File: config.mk
export PLATFORM = sky130hd
export DESIGN_NAME = fir_mac_sequencer_flat
export DESIGN_NICKNAME = d
export VERILOG_FILES = /design/src/rtl/fir_mac_if.sv /design/src/rtl/fir_mac_sequencer.sv /design/src/flat_wrapper.sv
export SDC_FILE = /design/constraint.sdc
export NUM_CORES = 2
export LEC_CHECK = 0
export ABC_AREA = 1
export CAP_MARGIN = 20
export CELL_PAD_IN_SITES_DETAIL_PLACEMENT = 1
export CELL_PAD_IN_SITES_GLOBAL_PLACEMENT = 1
export CORE_UTILIZATION = 46
export CTS_CLUSTER_DIAMETER = 60
export DETAILED_ROUTE_END_ITERATION = 10
export PLACE_DENSITY = 0.87
export SYNTH_ARGS = -nofsm -noshare
export SYNTH_HDL_FRONTEND = slang
export SYNTH_SLANG_ARGS = --single-unit
File: constraint.sdc
create_clock -name clk -period 8.4 [get_ports clk]
set_input_delay 2.1 -clock clk [delete_from_list [all_inputs] [get_ports clk]]
set_output_delay 2.1 -clock clk [all_outputs]
set_load 0.05 [all_outputs]
File: src/rtl/fir_mac_if.sv
// fir_mac_if: sample, coefficient and result bundle between the clock-divider
// side and fir_mac_sequencer.
// The FIR_SAT_EN macro adds the sat_flag result bit.
interface fir_mac_if #(
  parameter int N    = 32,
  parameter int TAPS = 4
);
  logic              sample_en;
  logic [N-1:0]      x_in;
  logic [TAPS*N-1:0] b;
  logic [N-1:0]      y_out;
  logic              y_valid;
  logic              busy;
  logic              overrun;
`ifdef FIR_SAT_EN
  logic              sat_flag;

  modport master (
    output sample_en, x_in, b,
    input  y_out, y_valid, busy, overrun, sat_flag
  );

  modport slave (
    input  sample_en, x_in, b,
    output y_out, y_valid, busy, overrun, sat_flag
  );
`else
  modport master (
    output sample_en, x_in, b,
    input  y_out, y_valid, busy, overrun
  );

  modport slave (
    input  sample_en, x_in, b,
    output y_out, y_valid, busy, overrun
  );
`endif
endinterface

File: src/rtl/fir_mac_sequencer.sv
// fir_mac_sequencer: time-multiplexed FIR. One shared multiplier and one
// accumulator are stepped over TAPS coefficient/history pairs per accepted
// sample, giving one filtered output per sample.
//
// Optional macro FIR_SAT_EN: products are kept at full 2N width, the
// accumulator grows to 2N+clog2(TAPS) bits and y_out saturates to all-ones
// when the sum does not fit in N bits (sat_flag pulses with y_valid).
// Without the macro all arithmetic wraps modulo 2^N.
//
// state | meaning
// ------+------------------------------------------------------------
// IDLE  | waiting for sample_en; strobe writes x_in into hist[head]
// MAC   | one tap per cycle, idx 0..TAPS-1, acc += b[idx]*hist[head-idx]
// DONE  | publish acc on y_out, advance head, back to IDLE
module fir_mac_sequencer #(
  parameter int N    = 32,
  parameter int TAPS = 4
) (
  input  logic       clk,
  input  logic       rst,
  input  logic       ena,
  fir_mac_if.slave   bus
);

  localparam int IW = (TAPS > 1) ? $clog2(TAPS) : 1;
`ifdef FIR_SAT_EN
  localparam int PW = 2 * N;
  localparam int AW = 2 * N + $clog2(TAPS);
`else
  localparam int PW = N;
  localparam int AW = N;
`endif

  typedef enum logic [1:0] {
    IDLE = 2'd0,
    MAC  = 2'd1,
    DONE = 2'd2
  } state_t;

  state_t        state;
  state_t        state_nxt;

  logic [N-1:0]  hist [TAPS];
  logic [IW-1:0] head;
  logic [IW-1:0] idx;
  logic [AW-1:0] acc;

  logic [IW-1:0] rd_ptr;
  logic [IW-1:0] head_inc;
  logic [IW-1:0] idx_inc;
  logic          last_tap;
  logic [N-1:0]  coef_sel;
  logic [N-1:0]  hist_sel;
  logic [PW-1:0] prod;
  logic [N-1:0]  y_nxt;

  logic          capture;
  logic          mac_step;
  logic          finish;
  logic          strobe_busy;

  logic [N-1:0]  y_out_q;
  logic          y_valid_q;
  logic          overrun_q;
`ifdef FIR_SAT_EN
  logic          acc_ovf;
  logic          sat_q;
`endif

  // State register; ena low freezes the sequence where it stands.
  always_ff @(posedge clk or negedge rst) begin
    if (!rst) begin
      state <= IDLE;
    end else begin
      state <= state_nxt;
    end
  end

  // Next state and per-cycle datapath strobes; a strobe in MAC or DONE is busy.
  always_comb begin
    state_nxt   = state;
    capture     = 1'b0;
    mac_step    = 1'b0;
    finish      = 1'b0;
    strobe_busy = 1'b0;
    if (ena) begin
      unique case (state)
        IDLE: begin
          if (bus.sample_en) begin
            capture   = 1'b1;
            state_nxt = MAC;
          end
        end
        MAC: begin
          mac_step    = 1'b1;
          strobe_busy = bus.sample_en;
          if (last_tap) begin
            state_nxt = DONE;
          end
        end
        DONE: begin
          finish      = 1'b1;
          strobe_busy = bus.sample_en;
          state_nxt   = IDLE;
        end
        default: begin
          state_nxt = IDLE;
        end
      endcase
    end
  end

  // Circular indexing done as explicit modulo TAPS so non-power-of-two
  // tap counts never read a stale slot beyond the buffer.
  always_comb begin
    if (head >= idx) begin
      rd_ptr = head - idx;
    end else begin
      rd_ptr = head + IW'(TAPS) - idx;
    end
    last_tap = (idx == IW'(TAPS - 1));
    idx_inc  = last_tap ? '0 : idx + IW'(1);
    head_inc = (head == IW'(TAPS - 1)) ? '0 : head + IW'(1);
  end

  // Shared multiplier operand select and product.
  always_comb begin
    coef_sel = bus.b[int'(idx) * N +: N];
    hist_sel = hist[rd_ptr];
    prod     = PW'(coef_sel) * PW'(hist_sel);
  end

  // Output value: saturate when the wide sum exceeds N bits, else pass low bits.
`ifdef FIR_SAT_EN
  always_comb begin
    acc_ovf = |acc[AW-1:N];
    y_nxt   = acc_ovf ? {N{1'b1}} : acc[N-1:0];
  end
`else
  always_comb begin
    y_nxt = acc[N-1:0];
  end
`endif

  // History, pointers, accumulator and registered outputs.
  always_ff @(posedge clk or negedge rst) begin
    if (!rst) begin
      for (int k = 0; k < TAPS; k++) begin
        hist[k] <= '0;
      end
      head      <= '0;
      idx       <= '0;
      acc       <= '0;
      y_out_q   <= '0;
      y_valid_q <= 1'b0;
      overrun_q <= 1'b0;
`ifdef FIR_SAT_EN
      sat_q     <= 1'b0;
`endif
    end else if (ena) begin
      y_valid_q <= finish;
`ifdef FIR_SAT_EN
      sat_q     <= finish & acc_ovf;
`endif
      if (strobe_busy) begin
        overrun_q <= 1'b1;
      end
      if (capture) begin
        hist[head] <= bus.x_in;
        acc        <= '0;
        idx        <= '0;
      end
      if (mac_step) begin
        acc <= acc + AW'(prod);
        idx <= idx_inc;
      end
      if (finish) begin
        y_out_q <= y_nxt;
        head    <= head_inc;
      end
    end
  end

  assign bus.y_out    = y_out_q;
  assign bus.y_valid  = y_valid_q;
  assign bus.busy     = (state != IDLE);
  assign bus.overrun  = overrun_q;
`ifdef FIR_SAT_EN
  assign bus.sat_flag = sat_q;
`endif

endmodule

File: src/flat_wrapper.sv
// flat-port wrapper written by rule: the top's interface ports become plain ports
module fir_mac_sequencer_flat 
#(
  parameter int N    = 32,
  parameter int TAPS = 4
)
  (clk, rst, ena, bus_sample_en, bus_x_in, bus_b, bus_y_out, bus_y_valid, bus_busy, bus_overrun);
  fir_mac_if #(.N(N), .TAPS(TAPS)) bus_i ();
  input  logic clk;
  input  logic rst;
  input  logic ena;
  input wire logic [$bits(bus_i.sample_en)-1:0] bus_sample_en;
  input wire logic [$bits(bus_i.x_in)-1:0] bus_x_in;
  input wire logic [$bits(bus_i.b)-1:0] bus_b;
  output wire logic [$bits(bus_i.y_out)-1:0] bus_y_out;
  output wire logic [$bits(bus_i.y_valid)-1:0] bus_y_valid;
  output wire logic [$bits(bus_i.busy)-1:0] bus_busy;
  output wire logic [$bits(bus_i.overrun)-1:0] bus_overrun;
  assign bus_i.sample_en = bus_sample_en;
  assign bus_i.x_in = bus_x_in;
  assign bus_i.b = bus_b;
  assign bus_y_out = bus_i.y_out;
  assign bus_y_valid = bus_i.y_valid;
  assign bus_busy = bus_i.busy;
  assign bus_overrun = bus_i.overrun;
  fir_mac_sequencer #(.N(N), .TAPS(TAPS)) u_core (.clk(clk), .rst(rst), .ena(ena), .bus(bus_i));
endmodule
==> impl_results.md, run 1 <==
* GR Util All Layers at 75.0%
* Ys Warns at 0
* Avg Cell Area, Syn at 7.91 um2
* Die Wd at 240 um
* I/O pins at 199
* Cells after synthesis at 3306
* Largest net degree at the start of global routing at 81
* Synth Cell Area at 26200 um2
* DIE HEIGHT at 240 um
* FP Rows at 87
* Halt Stage: global routing (5_1_grt)
* Sink Count at 200
* Error msg: [ERROR GRT-0232] Routing congestion too high. Check the congestion heatmap in the GUI.
* Top-count cell post-synth: nand2_1
* Worst-path endpoint category: sequential cell input
* Primary FF master, synth: dfrtp_1
* Max Buffers Root-to-Sink at 2
* Synth top area cells: fa_1 34%, dfrtp_1 19%, nand2_1 9.8%
* Yosys cell types at 46
* Syn nets at 4042
* Place WS at -1.29 ns
* Sequential area share after synthesis at 19.1%
* RePlAce Congestion at 0.944
* Outcome: stopped before the end
* Initial Utilization at 46.5%
* Largest area contributor in the netlist: fa_1
* Number of buffers created by CTS at 17
* Worst endpoint after global-route timing repair: u_core.acc[30]$_DFFE_PN0P_/D
* Hold buffers post-CTS at 0
* Grt total ovfl at 173
* H-tree depth at 4
* Share of the synthesized area in the top cell type at 33.5%
* Clk root buf: clkbuf_16
* Post-synth EDFFs at 0
* I/O Buffers at 198
* FFs w/ async S/R, synth at 100%
* Detailed placement HPWL at 83600 um
* Register bit total from synthesis at 200
* Top post-synthesis cells by count: 682 x nand2_1, 681 x inv_1, 440 x nor2_1
[kinds of logic after synthesis]
kind of cell,Yosys count,synth area share [%]
compound gates,378,7.77
xor+xnor,21,0.703
fa+ha+maj,572,39.9
buf+inv,834,12.4
flops,200,19.1
mux,4,0.153
simple gates,1297,19.9
[routing by layer]
metal	GRT overflow	GRT usage [%]
met5	0	39.7
met3	3	64.0
met2	115	89.5
met4	52	73.7
met1	3	73.5
[stage by stage]
step / hold slack (ns) / instances / cell area (um2)
after CTS: 0.485 / 4466 / 32600
after detailed placement: 0.459 / 4361 / 30600
after global placement: 0.451 / 4361 / 30600
after floorplan: 0.445 / 3306 / 26200
[what timing repair did]
| action | 4_1_cts |
|---|---|
| buffers inserted | 77 |
| gates cloned | 1 |
| pin swaps | 200 |
| gates resized for setup | 421 |
| setup endpoints to repair | 18 |
==> inputs of run 2 (changes only) <==
- CELL_PAD_IN_SITES_DETAIL_PLACEMENT: 1 -> not set
- CELL_PAD_IN_SITES_GLOBAL_PLACEMENT: 1 -> not set
- CORE_UTILIZATION: 46 -> 40
- CTS_CLUSTER_DIAMETER: 60 -> not set
- PLACE_DENSITY: 0.87 -> not set
- PLACE_DENSITY_LB_ADDON: not set -> 0.15
==> run 2 against run 1 <==
Against the previous run:
- the flow now finishes, with violations (negative setup slack)
- area after synthesis did not move
- synthesized cell count did not move
==> impl_results.md, run 2 <==
* Outcome: complete, but fails checks
* Failing checks: negative setup slack
* Post-synth EDFFs at 0
* Top layer in use: met4
* H-tree depth at 4
* Detailed placement HPWL at 67100 um
* Syn nets at 4042
* Final hold viol count at 0
* Fin crit period at 8.46 ns
* Hold buffers post-CTS at 0
* Initial antenna violation count at 1
* Non-Filler Instances at 4530
* Sequential area share after synthesis at 19.1%
* Die Wd at 258 um
* Antenna Nets Post-Route at 0
* HP Class: flop to flop
* Primary FF master, synth: dfrtp_1
* FP Rows at 93
* Crit start category: primary input
* Final setup vio count at 3
* Ys Warns at 0
* # Max-Cap Violations at 0
* Tightest Pin Transition at 0.926 ns
* Die Footprint at 66400 um2
* Inst Count DP at 4465
* Delay-heaviest family, CP: adder cells
* RSZ-0062 raised after global routing: yes
* Synth Cell Area at 26200 um2
* Clk root buf: clkbuf_16
* Largest net degree at the start of global routing at 85
* Synth top area cells: fa_1 34%, dfrtp_1 19%, nand2_1 9.8%
* Max FFs per register at 128
* Max Clock Skew at 0.0266 ns
* Share of the synthesized area in the top cell type at 33.5%
* Clk_lat worst skew at 0.49 ns
* Worst EP arrival at 8.83 ns
* Worst Setup End Kind: flop
* Sink Count at 200
* Yosys cell types at 46
* DRC viols at 0
* GR Util All Layers at 25.6%
* First-pass GRT wire length at 129000 um
* Crit Path Max Fanout at 8
* Number of max-slew violations in the final report at 0
* RePlAce Congestion at 0.902
* WL met3 at 4500 um
* Met2 WL at 39200 um
* Vias per cell at 4.91
* WL met1 at 36400 um
* Number of global-route vias before repair at 22520
* Top-count cell post-synth: nand2_1
* DR iter-0 viols at 1358
* Drt pass-1 iters at 7
* Routed WL per cell at 18.2 um
* Max Buffers Root-to-Sink at 2
* Initial Utilization at 40.5%
* Slew Limit Headroom at 38.2%
* Final period utilization at 101%
* Final core occ at 51.2%
* Vias at 22254
* TritonCTS clock tree: yes
* Avg Cell Area, Syn at 7.91 um2
* I/O pins at 199
* Hold WS at 0.474 ns
* Most numerous cell on the critical path: fa_1
* Grt total ovfl at 0
* Cells after synthesis at 3306
* Largest Register: u_core.hist
* Antenna cells at 0
* Top post-synthesis cells by count: 682 x nand2_1, 681 x inv_1, 440 x nor2_1
* Final WL at 82600 um
* Place WS at -0.935 ns
* Core region area at 64600 um2
* Largest area contributor in the netlist: fa_1
* I/O Buffers at 198
* Most common cell after layout, fill and taps aside: nand2_1
* Worst path buffer plus inverter count at 9
* Fmax at 0.118 GHz
* Layout cells sized above 1 at 16.6%
* Post-layout worst setup margin at -0.0553 ns
* Layout Nets at 4398
* FFs w/ async S/R, synth at 100%
* Area growth syn-to-layout at 26.5%
* Register bit total from synthesis at 200
* Max stage delay on crit path at 0.57 ns
* Number of buffers created by CTS at 17
* CP max-delay cell: fa_2
* Kind of critical path: primary input to flop
* Clk pin slew, worst setup/hold paths at 0.09 ns
* Crit path required time at 8.77 ns
* DIE HEIGHT at 258 um
* Most frequent cells in the layout: 646 x nand2_1, 645 x inv_1, 416 x fa_1
run 2: cell counts after synthesis:
Identical to the previous run, type by type.
run 2: per-stage QoR:
step                      setup TNS [ns]  area [um2]
after global routing               -2.07       33100
after global placement            -11.14       30800
final                             -0.116       33100
after floorplan                        0       26200
after CTS                         -0.108       32000
after detailed placement          -12.22       30800
run 2: timing repair:
item	in CTS	in global routing
gates cloned	0	1
setup buffers	8	27
pin swaps	59	102
resized for setup	165	225
endpoints found under the setup margin	12	16
run 2: final timing paths:
check	startpoint	endpoint	slack, ns	cells after the start
max reg2reg	u_core.head[0]	u_core.acc[31]	0.31	31
min reg2reg	u_core.bus.overrun	u_core.bus.overrun	0.47	1
min in group asynchronous	rst	u_core.hist[34]	1.62	1
max	bus_b[106]	u_core.acc[31]	-0.06	31
max in group asynchronous	rst	u_core.idx[0]	5.40	2
min	u_core.bus.overrun	u_core.bus.overrun	0.47	1
run 2: final cells by class:
type | count | area [um2]
Clock buffer | 18 | 439
Clock inverter | 14 | 181
Fill cell | 6288 | 31500
Inverter | 700 | 2670
Multi-Input combinational cell | 2272 | 19000
Sequential cell | 200 | 5010
Tap cell | 855 | 1070
Timing Repair Buffer | 471 | 4680
run 2: worst register-to-register path, delay by kind of cell, from the launching register on:
family                   cells  cell delay, ns
adder cells (fa/ha/maj)     10            4.58
AND/OR/NAND/NOR             11            1.37
flip-flops                   1            0.42
buffers and inverters        7            1.00
AO/OA/AOI/OAI                3            0.61
run 2: cells by family after synthesis:
kind of cell             synth area share [%]
buffers and inverters                    12.4
adder cells (fa/ha/maj)                  39.9
AND/OR/NAND/NOR                          19.9
flip-flops                               19.1
AO/OA/AOI/OAI                            7.77
multiplexers                            0.153
XOR/XNOR                                0.703
run 2: metal layers:
| layer | global-route usage [%] | up-vias |
|---|---|---|
| met5 | 0 | - |
| met4 | 7.89 | 0 |
| met3 | 4.14 | 106 |
| met2 | 41.9 | 566 |
| met1 | 34.7 | 11005 |
| li1 | - | 10577 |
Power of run 2 is left out: the tool's default activity adds up to more than one toggle a clock period on the data nets, which glitch-free logic cannot reach.
